[src/rtl/subbytes_sched_pkg.sv]
// ----------------------------------------------------------------------------
// subbytes_sched_pkg : AES byte counts, scheduler state type, GF(2^8) multiply
// Rev 1.0
// ----------------------------------------------------------------------------
`default_nettype none

package subbytes_sched_pkg;

  localparam int AES_STATE_BYTES = 16;
  localparam int AES_WORD_BYTES  = 4;

  typedef enum logic [1:0] {
    S_IDLE = 2'd0,
    S_BUSY = 2'd1,
    S_DONE = 2'd2
  } state_e;

  // Multiply in GF(2^8) modulo x^8 + x^4 + x^3 + x + 1.
  function automatic logic [7:0] gf_mul(input logic [7:0] a, input logic [7:0] b);
    logic [7:0] p;
    logic [7:0] x;
    p = 8'h00;
    x = a;
    for (int i = 0; i < 8; i++) begin
      if (b[i]) p = p ^ x;
      x = {x[6:0], 1'b0} ^ (x[7] ? 8'h1b : 8'h00);
    end
    return p;
  endfunction

endpackage

`default_nettype wire

[src/rtl/sbox.sv]
// ----------------------------------------------------------------------------
// sbox : combinational AES S-box (GF(2^8) inverse followed by affine map)
// Rev 1.0
// ----------------------------------------------------------------------------
`default_nettype none

module sbox import subbytes_sched_pkg::*; (
  input  logic [7:0] din,
  output logic [7:0] dout
);

  logic [7:0] x2, x3, x6, x12, x15, x30, x60, x120, x240, x252, inv;

  // Inverse as x^254 (maps 0 to 0 as the S-box requires).
  assign x2   = gf_mul(din, din);
  assign x3   = gf_mul(x2, din);
  assign x6   = gf_mul(x3, x3);
  assign x12  = gf_mul(x6, x6);
  assign x15  = gf_mul(x12, x3);
  assign x30  = gf_mul(x15, x15);
  assign x60  = gf_mul(x30, x30);
  assign x120 = gf_mul(x60, x60);
  assign x240 = gf_mul(x120, x120);
  assign x252 = gf_mul(x240, x12);
  assign inv  = gf_mul(x252, x2);

  assign dout = inv
              ^ {inv[6:0], inv[7]}
              ^ {inv[5:0], inv[7:6]}
              ^ {inv[4:0], inv[7:5]}
              ^ {inv[3:0], inv[7:4]}
              ^ 8'h63;

endmodule

`default_nettype wire

[src/rtl/subbytes_sched.sv]
// ----------------------------------------------------------------------------
// subbytes_sched : LANES-wide S-box bank shared between round state and key word
// Rev 1.0
// ----------------------------------------------------------------------------
`default_nettype none

module subbytes_sched import subbytes_sched_pkg::*; #(
  parameter int LANES        = 4,
  parameter int KEY_PRIORITY = 1
) (
  input  logic                           clk,
  input  logic                           rst_n,
  input  logic                           st_valid,
  output logic                           st_ready,
  input  logic [AES_STATE_BYTES*8-1:0]   st_data,
  output logic                           st_out_valid,
  input  logic                           st_out_ready,
  output logic [AES_STATE_BYTES*8-1:0]   st_out_data,
  input  logic                           kw_valid,
  output logic                           kw_ready,
  input  logic [AES_WORD_BYTES*8-1:0]    kw_data,
  output logic                           kw_out_valid,
  output logic [AES_WORD_BYTES*8-1:0]    kw_out_data
);

  localparam int SW    = AES_STATE_BYTES * 8;
  localparam int LW    = LANES * 8;
  localparam int BEATS = AES_STATE_BYTES / LANES;
  localparam int CW    = (BEATS > 1) ? $clog2(BEATS) : 1;
  localparam logic [CW-1:0] LAST_BEAT = CW'(BEATS - 1);

  state_e        state, state_nx;
  logic [CW-1:0] cnt;
  logic          rr;
  logic [SW-1:0] in_reg, res;
  logic [SW-1:0] in_shift, beat_mask, beat_res;
  logic [31:0]   shamt;
  logic [LW-1:0] beat_in, lane_in, lane_out;
  logic          key_grant, state_beat;

  // rr = 1 favours the key side; only consulted in round-robin mode while BUSY.
  assign kw_ready     = (KEY_PRIORITY != 0) ? 1'b1 : ((state != S_BUSY) || rr);
  assign key_grant    = kw_valid && kw_ready;
  assign state_beat   = (state == S_BUSY) && !key_grant;
  assign st_ready     = (state == S_IDLE);
  assign st_out_valid = (state == S_DONE);
  assign st_out_data  = res;

  assign shamt     = 32'(cnt) * 32'(LW);
  assign in_shift  = in_reg >> shamt;
  assign beat_in   = in_shift[LW-1:0];
  assign beat_mask = SW'({LW{1'b1}}) << shamt;
  assign beat_res  = SW'(lane_out) << shamt;

  generate
    for (genvar j = 0; j < LANES; j++) begin : g_lane
      if (j < AES_WORD_BYTES) begin : g_key_lane
        assign lane_in[8*j +: 8] = key_grant ? kw_data[8*j +: 8] : beat_in[8*j +: 8];
      end else begin : g_state_lane
        assign lane_in[8*j +: 8] = key_grant ? 8'h00 : beat_in[8*j +: 8];
      end
      sbox u_sbox (
        .din  (lane_in[8*j +: 8]),
        .dout (lane_out[8*j +: 8])
      );
    end
  endgenerate

  always_comb begin
    state_nx = state;
    case (state)
      S_IDLE:  if (st_valid) state_nx = S_BUSY;
      S_BUSY:  if (state_beat && (cnt == LAST_BEAT)) state_nx = S_DONE;
      S_DONE:  if (st_out_ready) state_nx = S_IDLE;
      default: state_nx = S_IDLE;
    endcase
  end

  always_ff @(posedge clk or negedge rst_n) begin
    if (!rst_n) state <= S_IDLE;
    else        state <= state_nx;
  end

  always_ff @(posedge clk or negedge rst_n) begin
    if (!rst_n) begin
      cnt          <= '0;
      rr           <= 1'b1;
      in_reg       <= '0;
      res          <= '0;
      kw_out_valid <= 1'b0;
      kw_out_data  <= '0;
    end else begin
      kw_out_valid <= key_grant;
      if (key_grant) kw_out_data <= lane_out[AES_WORD_BYTES*8-1:0];
      if ((state == S_IDLE) && st_valid) begin
        in_reg <= st_data;
        cnt    <= '0;
      end
      if (state_beat) begin
        res <= (res & ~beat_mask) | beat_res;
        cnt <= (cnt == LAST_BEAT) ? '0 : cnt + CW'(1);
      end
      if ((KEY_PRIORITY == 0) && (state == S_BUSY) && kw_valid) rr <= ~rr;
    end
  end

endmodule

`default_nettype wire

[config.mk]
export PLATFORM = sky130hd
export DESIGN_NAME = subbytes_sched
export DESIGN_NICKNAME = d
export VERILOG_FILES = /design/src/rtl/subbytes_sched_pkg.sv /design/src/rtl/sbox.sv /design/src/rtl/subbytes_sched.sv
export SDC_FILE = /design/constraint.sdc
export NUM_CORES = 2
export LEC_CHECK = 0
export ABC_CLOCK_PERIOD_IN_PS = 46600
export CORE_UTILIZATION = 66
export CTS_CLUSTER_DIAMETER = 80
export CTS_CLUSTER_SIZE = 8
export DETAILED_ROUTE_END_ITERATION = 8
export DONT_BUFFER_PORTS = 1
export PLACE_DENSITY = 0.93
export SKIP_CTS_REPAIR_TIMING = 1
export SLEW_MARGIN = 0
export SYNTH_ARGS = -nofsm -noshare
export SYNTH_HDL_FRONTEND = slang
export SYNTH_SLANG_ARGS = --single-unit
[constraint.sdc]
create_clock -name clk -period 46.6 [get_ports clk]
set_input_delay 4.66 -clock clk [delete_from_list [all_inputs] [get_ports clk]]
set_output_delay 4.66 -clock clk [all_outputs]
set_load 0.05 [all_outputs]
==> run_results.csv <==
group,metric,value,unit
status,status,"complete, but fails checks",
status,violations,"DRC",
placement,post-place-ws,18.13,ns
cells_and_area,fin_nets,6583,
critical_path,cp_common_cell,"xnor2_1",
timing,slew_headroom,0.1460,
critical_path,crit_path_end_kind,"flop",
grt,grt_pass1_vias,49340,
timing,final_max_slew_viol_count,0,
clock_network,clkLatencyLatePin,0.61,ns
routing,first_iter_violations,6805,
timing,fmaxAchievable,0.03484,GHz
critical_path,path_max_fanout,89,
die,die_w,298.0,um
routing,drc,2,
clock_network,numCtsBuffers,43,
clock_network,max-clock-path-buffers,3,
critical_path,reg2regPathDepth,68,
synthesis,async_flop_share,1.000,
placement,numPortBuffers,0,
die,ioPinCount,329,
die,initial_core_util,0.6664,
synthesis,syn_avg_cell_area,8.725,um2
grt,grt_first_pass_wirelength,267400,um
cells_and_area,ff_latch_area,7340,um2
critical_path,worst_setup_path_start_kind,"input pin",
placement,post_dp_cell_area,57950,um2
synthesis,yosys_warnings,0,
timing,worst_slew_pin_slew,1.272,ns
timing,finalClockSkew,0.03608,ns
routing,routedWlPerCell,22.26,um
timing,rsz0062_at_grt,"no",
hold_path,hp-class,"reg -> reg",
critical_path,rrSetupSlack,21.22,ns
synthesis,synth_cell_type_count,149,
cells_and_area,fin_area,59180,um2
clock_network,cts_tree,"yes",
clock_network,htree_levels,2,
routing,vias,50730,
critical_path,critical-path-top-delay-family,"XOR/XNOR gates",
die,die-area,88780,um2
routing,drt_wl_total,168400,um
synthesis,synth-edff-count,0,
grt,grt-ovfl-total,0,
timing,setup_viol,0,
timing,fin_crit_sh,0.6159,
synthesis,synth_area,57810,um2
grt,grt_max_degree,294,
cells_and_area,multi_input_comb_area,47720,um2
routing,drt-pass1-iter-count,8,
critical_path,timing.rr.end,"st_out_data[3]",
timing,hold_viol,0,
critical_path,worstPathArrival,29.13,ns
synthesis,yosysSeqAreaShare,0.1268,
clock_network,cts_sinks,293,
synthesis,ys_seq_elements,293,
cells_and_area,layout-drive-gt1-share,0.1206,
job,max_cap_violations,0,
timing,fin_ws,17.90,ns
routing,drt-vias-per-instance,6.705,
synthesis,synthesis.nets,6823,
hold_path,hold-path-endpoint,"in_reg[79]",
hold_path,whs_path_depth,1,
hold_path,hp-start,"in_reg[79]",
clock_network,path_clk_slew,0.05,ns
routing,ant_nets,0,
critical_path,critical_path_required,47.03,ns
critical_path,crit_type,"in -> reg",
critical_path,critPathBufInv,9,
synthesis,syn-instance-count,6626,
synthesis,synthFlopType,"dfrtp_1",
cells_and_area,n_fill_cell,6269,
die,core_area,86750,um2
cells_and_area,syn2layout_area_growth,2.361,%
critical_path,cp_slowest_cell,"xnor2_2",
placement,globalplace.congestion,0.9861,
timing,finalSetupTns,0,ns
placement,hpwl,119000,um
die,rows,108,
clock_network,root_buffer,"clkbuf_16",
critical_path,worstReg2RegStart,"cnt[0]",
timing,post-route-min-period,28.70,ns
grt,antenna_found_initial,18,
critical_path,crit_path_start,"kw_valid",
critical_path,cpPeakStageDelay,0.87,ns
grt,grt.total_usage,0.3665,
die,die_y,298.0,um
==> kinds of logic after synthesis <==
kind of cell    synth area share
fa+ha+maj               0.006925
flops                     0.1268
buf+inv                  0.04917
other cells           0.00006486
simple gates              0.1560
compound gates            0.1524
mux                      0.09075
xor+xnor                  0.4179
==> worst register-to-register path: cells and delay by family (launching register included) <==
kind / cells / cell delay (ns)
buffers and inverters: 8 / 2.57
flip-flops: 1 / 0.78
AND/OR/NAND/NOR: 8 / 1.37
AO/OA/AOI/OAI: 6 / 1.33
adder cells (fa/ha/maj): 6 / 2.79
multiplexers: 7 / 1.87
XOR/XNOR: 33 / 14.54
==> placed cells by master (no fill, tap or decap), types with 43 or more instances in the layout <==
cell type,count
xnor3_1,271
o22ai_1,65
o21ai_0,252
nor2_1,714
mux2_2,199
and2_1,53
xor2_1,344
a21oi_1,258
a22o_1,89
and3_1,45
xnor2_2,97
dfrtp_1,291
or3_1,43
o211ai_1,51
a22oi_1,46
xnor2_1,1195
o21ai_1,65
nor3_1,135
mux2i_1,195
buf_4,136
nand3_1,137
clkbuf_16,43
inv_1,81
nand2b_1,46
a31oi_1,54
nor2b_1,49
nand2_1,629
==> routing by layer <==
| layer | global-route usage | vias up | share of wire |
|---|---|---|---|
| li1 | - | 22550 | - |
| met1 | 0.4569 | 24150 | 0.37 |
| met2 | 0.5880 | 3232 | 0.46 |
| met3 | 0.09837 | 796 | 0.12 |
| met4 | 0.1756 | 6 | 0.053 |
| met5 | 0 | - | 0.00024 |
==> stage by stage <==
stage | hold WS [ns] | cells | util
global route | 0.5189 | 7562 | 0.6820
floorplan | 0.4733 | 6626 | -
finish | 0.4997 | 7566 | 0.6821
CTS | 0.5026 | 7549 | 0.6817
detailed placement | 0.4914 | 7496 | 0.6680
global placement | 0.4838 | 7496 | 0.6680
==> synth_stat cells (137+ instances only) <==
cell	n	area (um2)
xnor2_1	1202	10530
nor2_1	714	2680
xnor3_1	271	6103
dfrtp_1	293	7332
nor3_1	137	685.7
nand2_1	629	2361
clkbuf_1	197	739.5
xor2_1	345	3022
mux2i_1	197	1972
o21ai_0	252	1261
nand3_1	137	685.7
a21oi_1	258	1291
mux2_2	199	2241
==> how the worst max path moves through the flow <==
stage                            end  slack (ns)  cells past startpoint
global placement      st_out_data[5]       18.82                     68
global route          st_out_data[3]       16.64                     68
floorplan            kw_out_data[30]       22.72                     80
finish                st_out_data[3]       17.90                     68
CTS                   st_out_data[3]       18.51                     68
detailed placement  st_out_data[101]       18.13                     68
==> layout make-up <==
type / count / share of cell area
sequential: 293 / 0.1240
multi-input combinational: 5799 / 0.8064
clock buffer: 49 / 0.01890
inverter: 113 / 0.007273
tap: 1155 / 0.02442
clock inverter: 4 / 0.001057
timing repair buffer: 136 / 0.01725
antenna: 17 / 0.0007189
Power is not shown: default switching activity piles up to over one toggle a cycle in this logic, so the estimate is an artifact.
